## config.mk

```make
export PLATFORM = sky130hd
export DESIGN_NAME = ss_seg_writer
export DESIGN_NICKNAME = d
export VERILOG_FILES = /design/src/rtl/ss_seg_writer.sv
export SDC_FILE = /design/constraint.sdc
export NUM_CORES = 1
export LEC_CHECK = 0
export CAP_MARGIN = 20
export CORE_ASPECT_RATIO = 1.5
export CORE_UTILIZATION = 48
export DETAILED_ROUTE_END_ITERATION = 10
export GPL_TIMING_DRIVEN = 0
export MAX_ROUTING_LAYER = met4
export PLACE_DENSITY = 0.82
export SYNTH_ARGS = -nofsm -noshare
export SYNTH_HDL_FRONTEND = slang
export SYNTH_SLANG_ARGS = --single-unit
```

## constraint.sdc

```tcl
create_clock -name i_clk -period 4.53 [get_ports i_clk]
set_input_delay 0.453 -clock i_clk [delete_from_list [all_inputs] [get_ports i_clk]]
set_output_delay 0.453 -clock i_clk [all_outputs]
set_load 0.01 [all_outputs]
```

## src/rtl/ss_seg_writer.sv

```systemverilog
// Segment writer: streams a contiguous block of samples into the sample RAM,
// keeps a running sum, and publishes the written range when the segment completes.
module ss_seg_writer #(
    parameter int DATA_WIDTH = 8,
    parameter int ADDR_WIDTH = 6
) (
    input  logic                             i_clk,
    input  logic                             i_rst,
    input  logic                             i_start,
    input  logic [ADDR_WIDTH-1:0]            i_addr_base,
    input  logic [ADDR_WIDTH:0]              i_count,
    input  logic                             i_valid,
    input  logic [DATA_WIDTH-1:0]            i_data,
    output logic                             o_ready,
    output logic                             o_we_ram,
    output logic [ADDR_WIDTH-1:0]            o_addr_ram,
    output logic [DATA_WIDTH-1:0]            o_data_ram,
    output logic [ADDR_WIDTH-1:0]            o_addr_si,
    output logic [ADDR_WIDTH-1:0]            o_addr_ei,
    output logic [DATA_WIDTH+ADDR_WIDTH-1:0] o_sum,
    output logic                             o_busy,
    output logic                             o_done,
    output logic                             o_err
);

    localparam int SUM_W = DATA_WIDTH + ADDR_WIDTH;
    localparam logic [ADDR_WIDTH:0] DEPTH = {1'b1, {ADDR_WIDTH{1'b0}}};

    typedef enum logic [1:0] {
        IDLE  = 2'd0,
        WRITE = 2'd1,
        FLUSH = 2'd2,
        DONE  = 2'd3
    } state_t;

    state_t                  state;
    state_t                  state_nx;
    logic [ADDR_WIDTH-1:0]   base;
    logic [ADDR_WIDTH-1:0]   ptr;
    logic [ADDR_WIDTH:0]     remaining;
    logic [SUM_W-1:0]        acc;
    logic                    err;
    logic                    accept;
    logic                    bad_count;

    assign bad_count = (i_count == '0) || (i_count > DEPTH);

    always_comb begin
        state_nx = state;
        o_ready  = 1'b0;
        o_busy   = 1'b0;
        o_done   = 1'b0;
        o_err    = 1'b0;
        accept   = 1'b0;
        case (state)
            IDLE: begin
                if (i_start) begin
                    state_nx = bad_count ? DONE : WRITE;
                end
            end
            WRITE: begin
                o_ready = 1'b1;
                o_busy  = 1'b1;
                accept  = i_valid;
                if (i_valid && (remaining == (ADDR_WIDTH+1)'(1))) begin
                    state_nx = FLUSH;
                end
            end
            FLUSH: begin
                o_busy   = 1'b1;
                state_nx = DONE;
            end
            DONE: begin
                o_done   = 1'b1;
                o_err    = err;
                state_nx = IDLE;
            end
            default: state_nx = IDLE;
        endcase
    end

    always_ff @(posedge i_clk) begin
        if (i_rst) begin
            state <= IDLE;
        end else begin
            state <= state_nx;
        end
    end

    // Write port and segment result registers; reset clears only what is visible.
    always_ff @(posedge i_clk) begin
        if (i_rst) begin
            err        <= 1'b0;
            o_we_ram   <= 1'b0;
            o_addr_ram <= '0;
            o_data_ram <= '0;
            o_addr_si  <= '0;
            o_addr_ei  <= '0;
            o_sum      <= '0;
        end else begin
            o_we_ram <= accept;
            case (state)
                IDLE: begin
                    if (i_start) begin
                        base <= i_addr_base;
                        err  <= bad_count;
                        if (!bad_count) begin
                            ptr       <= i_addr_base;
                            remaining <= i_count;
                            acc       <= '0;
                        end
                    end
                end
                WRITE: begin
                    if (accept) begin
                        o_addr_ram <= ptr;
                        o_data_ram <= i_data;
                        acc        <= acc + {{ADDR_WIDTH{1'b0}}, i_data};
                        ptr        <= ptr + ADDR_WIDTH'(1);
                        remaining  <= remaining - (ADDR_WIDTH+1)'(1);
                    end
                end
                FLUSH: begin
                    // Commit on entry to DONE so the range is stable while o_done is high;
                    // o_addr_ram still holds the last written address here.
                    o_addr_si <= base;
                    o_addr_ei <= o_addr_ram;
                    o_sum     <= acc;
                end
                default: ;
            endcase
        end
    end

endmodule

```

==> results of run 1 <==
-- cell type report --
cell class	count	area, sq um	area share [%]
buffer	16	97.6	2.10
clock buffer	12	135	2.91
clock inverter	4	72.6	1.56
inverter	11	41.3	0.890
multi-input combinational	245	1590	34.2
sequential	77	1870	40.3
tap	100	125	2.70
timing repair buffer	69	708	15.3
-- worst register-to-register path, stage by stage (launching register included) --
cell and delay (ns):
dfxtp_1 0.35, inv_1 0.09, ha_1 0.18, buf_6 0.14, nand2_1 0.27, a221oi_4 0.82
buf_16 0.24
-- flip-flops by register name, indices dropped and copies added, names as in the netlist --
signal	count
ptr	6
base	6
o_addr_ram	6
o_addr_ei	6
o_sum	14
o_data_ram	8
o_addr_si	6
err	1
state	2
acc	14
remaining	7
o_we_ram	1
-- metal layers --
| layer | track usage [%] | vias up |
|---|---|---|
| li1 | - | 1376 |
| met1 | 24.6 | 1320 |
| met2 | 38.9 | 75 |
| met3 | 4.59 | 23 |
| met4 | 11.6 | 0 |
| met5 | - | - |
-- logic make-up after synthesis --
group	Yosys count
AOI/OAI and AO/OA	62
muxes	31
and+or+nand+nor	123
adders and majority gates	16
DFF	77
buffers and inverters	27
xor gates and xnor gates	13
-- cells in the mapped netlist, drive strengths merged, types with 4 or more instances --
| master | instances | area share [%] |
|---|---|---|
| mux2i | 29 | 8.1 |
| o21ai | 10 | 1.4 |
| edfxtp | 33 | 28 |
| clkbuf | 11 | 1.7 |
| or3 | 4 | 0.70 |
| a211oi | 4 | 0.84 |
| ha | 15 | 5.2 |
| buf | 5 | 1.0 |
| nand3 | 4 | 0.56 |
| xnor2 | 9 | 2.2 |
| a21oi | 31 | 4.3 |
| nand2 | 40 | 4.3 |
| nor3 | 6 | 0.98 |
| and2 | 6 | 1.0 |
| dfxtp | 44 | 25 |
| nand2b | 6 | 1.0 |
| inv | 11 | 1.2 |
| xor2 | 4 | 0.98 |
| a21boi | 4 | 0.84 |
| nor2 | 47 | 4.9 |
-- report_power, final --
| part | switching, mW | total, mW | internal [mW] |
|---|---|---|---|
| Combinational | 0.572 | 1.07 | 0.499 |
| Sequential | 0.107 | 1.04 | 0.932 |
| Clock | 0.242 | 0.552 | 0.310 |
| Total | 0.922 | 2.66 | 1.74 |
-- through the flow --
step	worst slack [ns]	utilization [%]	total power, mW	instance area (sq um)
3_5_place_dp	1.30	61.3	2.12	4430
4_1_cts	1.66	64.2	2.68	4640
3_3_place_gp	-1.01	60.7	2.05	4390
5_1_grt	1.57	64.2	2.82	4640
2_1_floorplan	0.575	-	1.72	3580
6_report	1.62	64.2	2.66	4640
-- final timing paths --
kind | start | to | slack [ns] | depth (start not counted)
max | i_count[2] | acc[13] | 1.62 | 7
min | i_rst | o_data_ram[0] | 0.36 | 2
max reg2reg | state[1] | acc[13] | 2.15 | 6
min reg2reg | o_data_ram[1] | o_data_ram[1] | 0.46 | 2
==> run_results.csv, run 1 <==
group,metric,value,unit
synth,synth-main-ff-cell,"dfxtp_1",
synth,ys_warn_count,0,
floorplanning,initial_utilization,49.5,%
worst_hold_path,min_path_type,"in2reg",
synth,synth_compound_area_share,10.4,%
drt,drc,0,
sta,slew_headroom,47.3,%
worst_setup_path,end_kind,"register",
flow_run,drv_cap,0,
synth,synth-async-reset-ratio,0,%
sta,skew,0.00758,ns
clock_network,post_cts_buffers,0,
pwr,p_leak,1.65,nW
drt,wl_met1,3200,um
placement,dp_hpwl,5690,um
worst_setup_path,start_kind,"primary input",
synth,syn_area_per_cell,10.3,sq um
sta,tightest_slew,0.790,ns
synth,synth_cells,349,
clock_network,clk_pin_slew,0.07,ns
run_status,outcome,"complete, no violations",
global_routing,track_usage,22.7,%
global_routing,antenna_found_initial,0,
floorplanning,ios,70,
placement,gp_congestion,0.863,
synth,synth_edf_count,33,
finish,final_layout_size_suffix_gt1_share,5.76,%
sta,hold_viol_final,0,
placement,port_buffers,68,
worst_setup_path,arrival,2.98,ns
global_routing,grt_pass1_vias,2746,
clock_network,cts.sinks,77,
drt,dr.pass1.iters,4,
worst_setup_path,crit_required,4.60,ns
drt,wl_met3,351,um
synth,synthXorXnorAreaFrac,3.18,%
clock_network,htree_levels,3,
sta,whs,0.360,ns
sta,period_minus_slack,2.91,ns
floorplanning,die-area,7820,sq um
sta,final_max_slew_viol_count,0,
clock_network,cts_buffer_depth,2,
drt,routed_via_density,5.23,
drt,wire_per_inst,14.8,um
finish,syn_to_final_growth,29.6,%
drt,drt_iter0_drc,173,
pwr,irDropWorstVdd,0.530,mV
clock_network,clock_latency,0.36,ns
drt,wirelength,7920,um
finish,diodes,0,
clock_network,cts-resized-gates,0,
worst_setup_path,cp_num_buf_inv,2,
finish,final_cells,534,
clock_network,cts_hold_buf,0,
sta,period_share,64.2,%
finish,final_cell_mix,"clkdlybuf4s50_1, nor2_1, dfxtp_1",
clock_network,cts-root-buf,"clkbuf_8",
floorplanning,die_h,108,um
clock_network,cts_tree,"yes",
synth,yosys_register_bits,77,
worst_setup_path,path_cells,"clkdlybuf4s50_1 > or4_4 > nor3_2 > xnor2_1 > nand2_1 > a221oi_4 > buf_16",
synth,syn-num-nets,390,
synth,synth-simple-area-share,15.7,%
synth,synth_fa_ha_area_share,5.80,%
global_routing,grt_max_degree,18,
worst_setup_path,cp_max_fo,17,
finish,nNetsFinal,470,
synth,yosysSeqAreaShare,52.3,%
drt,detail-route-antenna-nets,0,
placement,placedCellCount,518,
synth,synth_area,3580,sq um
synth,muxShareOfSynthArea,8.74,%
sta,setup_viol,0,
floorplanning,core_area,7230,sq um
worst_setup_path,crit_family,"simple AND/OR/NAND/NOR gates",
finish,fillerInstances,608,
sta,timing.fmax,0.344,GHz
sta,rsz0062_at_grt,"no",
drt,routed.top_layer,"met4",
drt,dr_wl_met2,4110,um
worst_setup_path,worst_path_max_delay_cell,"a221oi_4",
drt,vias,2794,
worst_setup_path,path_class,"in2reg",
floorplanning,die_x,72.5,um
worst_setup_path,max_stage_delay,0.70,ns
global_routing,grt_pass1_wl,12800,um
floorplanning,rows,38,
finish,layout_commonest_cell,"clkdlybuf4s50_1",
pwr,power_density,574,nW/um^2
global_routing,gr-total-overflow,0,
sta,finalSetupTns,0,ns
synth,synth_cell_types,49,
clock_network,cts_buffers,9,
synth,synth_top_family_by_area,"simple AND/OR/NAND/NOR gates",
No activity file was read; power rests on OpenSTA's default activity.
==> inputs of run 2 (changes only) <==
==> constraint.sdc (replaced) <==
create_clock -name i_clk -period 2.7 [get_ports i_clk]
set_input_delay 0.27 -clock i_clk [delete_from_list [all_inputs] [get_ports i_clk]]
set_output_delay 0.27 -clock i_clk [all_outputs]
set_load 0.01 [all_outputs]
==> run 2 against run 1 <==
Register-to-register slack got worse by 1.8 ns. Non-clock buffer count rose by 1. Critical endpoint is now acc[12]. Highest routed layer unchanged. Critical path depth rose by 2. Cell area fell by 0.32%. Count of clock-buffer cells in the layout fell by 3. Wire length rose by 0.75%. Total power rose by 64%. Cell count rose by 0.19%.
==> run_results.csv, run 2 (same netlist as run 1, synthesis figures left out) <==
group,metric,value,unit
pwr,p_int,2.76,mW
sta,rsz0062_at_grt,"no",
worst_setup_path,arrival,2.62,ns
clock_network,cts_hold_buf,0,
finish,syn_to_final_growth,29.1,%
floorplanning,rows,38,
worst_hold_path,whs_path_depth,2,
pwr,power_density,943,nW/um^2
worst_setup_path,max_stage_delay,0.54,ns
drt,detail-route-antenna-nets,0,
worst_setup_path,cp_num_buf_inv,2,
global_routing,met2_usage,39.2,%
global_routing,met1_usage,24.7,%
sta,period_share,89.0,%
finish,fillerInstances,622,
worst_setup_path,crit_required,2.92,ns
pwr,pwr-share-clk,17.8,%
clock_network,cts-root-buf,"clkbuf_8",
global_routing,grt_util_met3,3.28,%
finish,final_cells,535,
worst_setup_path,rrSetupSlack,0.32,ns
placement,pre_cts_slack,-0.314,ns
global_routing,antenna_found_initial,0,
sta,fin_ws,0.298,ns
floorplanning,die_h,108,um
sta,hold_viol_final,0,
sta,final_max_slew_viol_count,0,
drt,wirelength,7980,um
clock_network,clk_pin_slew,0.07,ns
worst_setup_path,start_kind,"primary input",
finish,top_regs,"acc x14, o_sum x14, o_data_ram x8",
floorplanning,die-area,7820,sq um
run_status,outcome,"complete, no violations",
placement,dp_hpwl,5840,um
placement,placedCellCount,518,
drt,routed_via_density,5.30,
worst_setup_path,crit_family,"simple AND/OR/NAND/NOR gates",
clock_network,cts_buffers,9,
placement,place_area,4430,sq um
clock_network,cts_buffer_depth,2,
global_routing,gr-total-overflow,0,
finish,layout_commonest_cell,"clkdlybuf4s50_1",
global_routing,grt_max_degree,16,
pwr,p_sw_share,36.7,%
finish,final_cell_mix,"clkdlybuf4s50_1, nor2_1, dfxtp_1",
pwr,pwr-share-comb,42.2,%
global_routing,grt_pass1_wl,13000,um
worst_hold_path,hold_end,"o_data_ram[3]",
sta,period_minus_slack,2.40,ns
pwr,p_leak,1.65,nW
floorplanning,core_area,7230,sq um
placement,port_buffers,68,
drt,drc,0,
clock_network,clock_latency,0.36,ns
worst_setup_path,path_cells,"clkdlybuf4s50_1 > ha_1 > inv_1 > fa_1 > nand2b_1 > a211oi_1 > a211oi_1 > or4_1 > nand3_1",
worst_setup_path,rr_worst_depth,6,
sta,slew_headroom,54.8,%
finish,final_layout_size_suffix_gt1_share,6.44,%
sta,setup_viol,0,
worst_setup_path,cpMostUsedCell,"a211oi_1",
worst_setup_path,path_class,"in2reg",
pwr,power,4.36,mW
sta,skew,0.00924,ns
sta,finalSetupTns,0,ns
worst_setup_path,timing.rr.start,"acc[1]",
global_routing,busiest_layer,"met2",
floorplanning,initial_utilization,49.5,%
finish,diodes,0,
placement,gp_congestion,0.865,
drt,dr.pass1.iters,4,
floorplanning,ios,70,
worst_setup_path,end_kind,"register",
worst_setup_path,cp_max_fo,5,
drt,drt_iter0_drc,155,
floorplanning,die_x,72.5,um
worst_hold_path,min_path_type,"in2reg",
clock_network,cts.sinks,77,
worst_hold_path,hp-start,"i_rst",
finish,nNetsFinal,471,
clock_network,cts_tree,"yes",
drt,vias,2837,
pwr,switching_power,1.60,mW
pwr,irDropWorstVdd,0.575,mV
finish,post-route-cell-area,4620,sq um
drt,wire_per_inst,14.9,um
global_routing,track_usage,22.9,%
worst_setup_path,r2r-end,"acc[9]",
clock_network,htree_levels,3,
worst_setup_path,worst_path_max_delay_cell,"or4_1",
global_routing,grt_pass1_vias,2744,
pwr,pwr-share-seq,40.0,%
sta,timing.fmax,0.416,GHz
flow_run,drv_cap,0,
sta,tightest_slew,0.675,ns
## run 2: worst max path at each step
stage / startpoint / to / slack [ns] / cells past startpoint
3_3_place_gp: i_count[2] / ptr[0] / -0.60 / 6
4_1_cts: i_count[2] / acc[8] / 0.07 / 7
2_1_floorplan: i_count[2] / acc[0] / 0.27 / 5
6_report: i_data[0] / acc[12] / 0.30 / 9
5_1_grt: acc[1] / acc[13] / 0.08 / 6
3_5_place_dp: i_count[2] / remaining[4] / -0.31 / 7
## run 2: area by class of cell
type	count	area (sq um)	share of cell area [%]
Clock buffer	9	124	2.68
Sequential cell	77	1870	40.5
Tap cell	100	125	2.71
Multi-Input combinational cell	245	1590	34.3
Timing Repair Buffer	70	728	15.7
Inverter	11	41.3	0.893
Buffer	16	97.6	2.11
Clock inverter	7	48.8	1.06
## run 2: per-layer routing
metal	routed length [um]	up-vias
met1	3180	1353
li1	-	1380
met5	0	-
met2	4270	89
met3	307	15
met4	212	0
## run 2: worst register-to-register path, cell delays in order, from the launching register on
cell and delay (ns):
edfxtp_1 0.43, ha_1 0.32, a211oi_1 0.43, nor2_1 0.14, a221oi_1 0.58, or3_1 0.19
a21boi_1 0.06
## run 2: power by group through the flow
stage	registers, mW	logic, mW	clock network [mW]
after floorplan	1.77	1.14	0
after global placement	1.76	1.70	0
after detailed placement	1.77	1.80	0
after CTS	1.75	1.82	0.783
after global routing	1.78	2.02	0.830
final	1.74	1.84	0.776
## run 2: repair_timing
action | CTS | global route
hold endpoints to repair | 0 | 0
setup endpoints to repair | 0 | 15
resized for setup | 0 | 0
buffers inserted | 0 | 1
## run 2: stage by stage
step | hold WS [ns] | utilization [%]
floorplan | 0.369 | -
global placement | 0.443 | 60.9
detailed placement | 0.447 | 61.3
CTS | 0.150 | 63.7
global route | 0.153 | 64.0
finish | 0.154 | 64.0
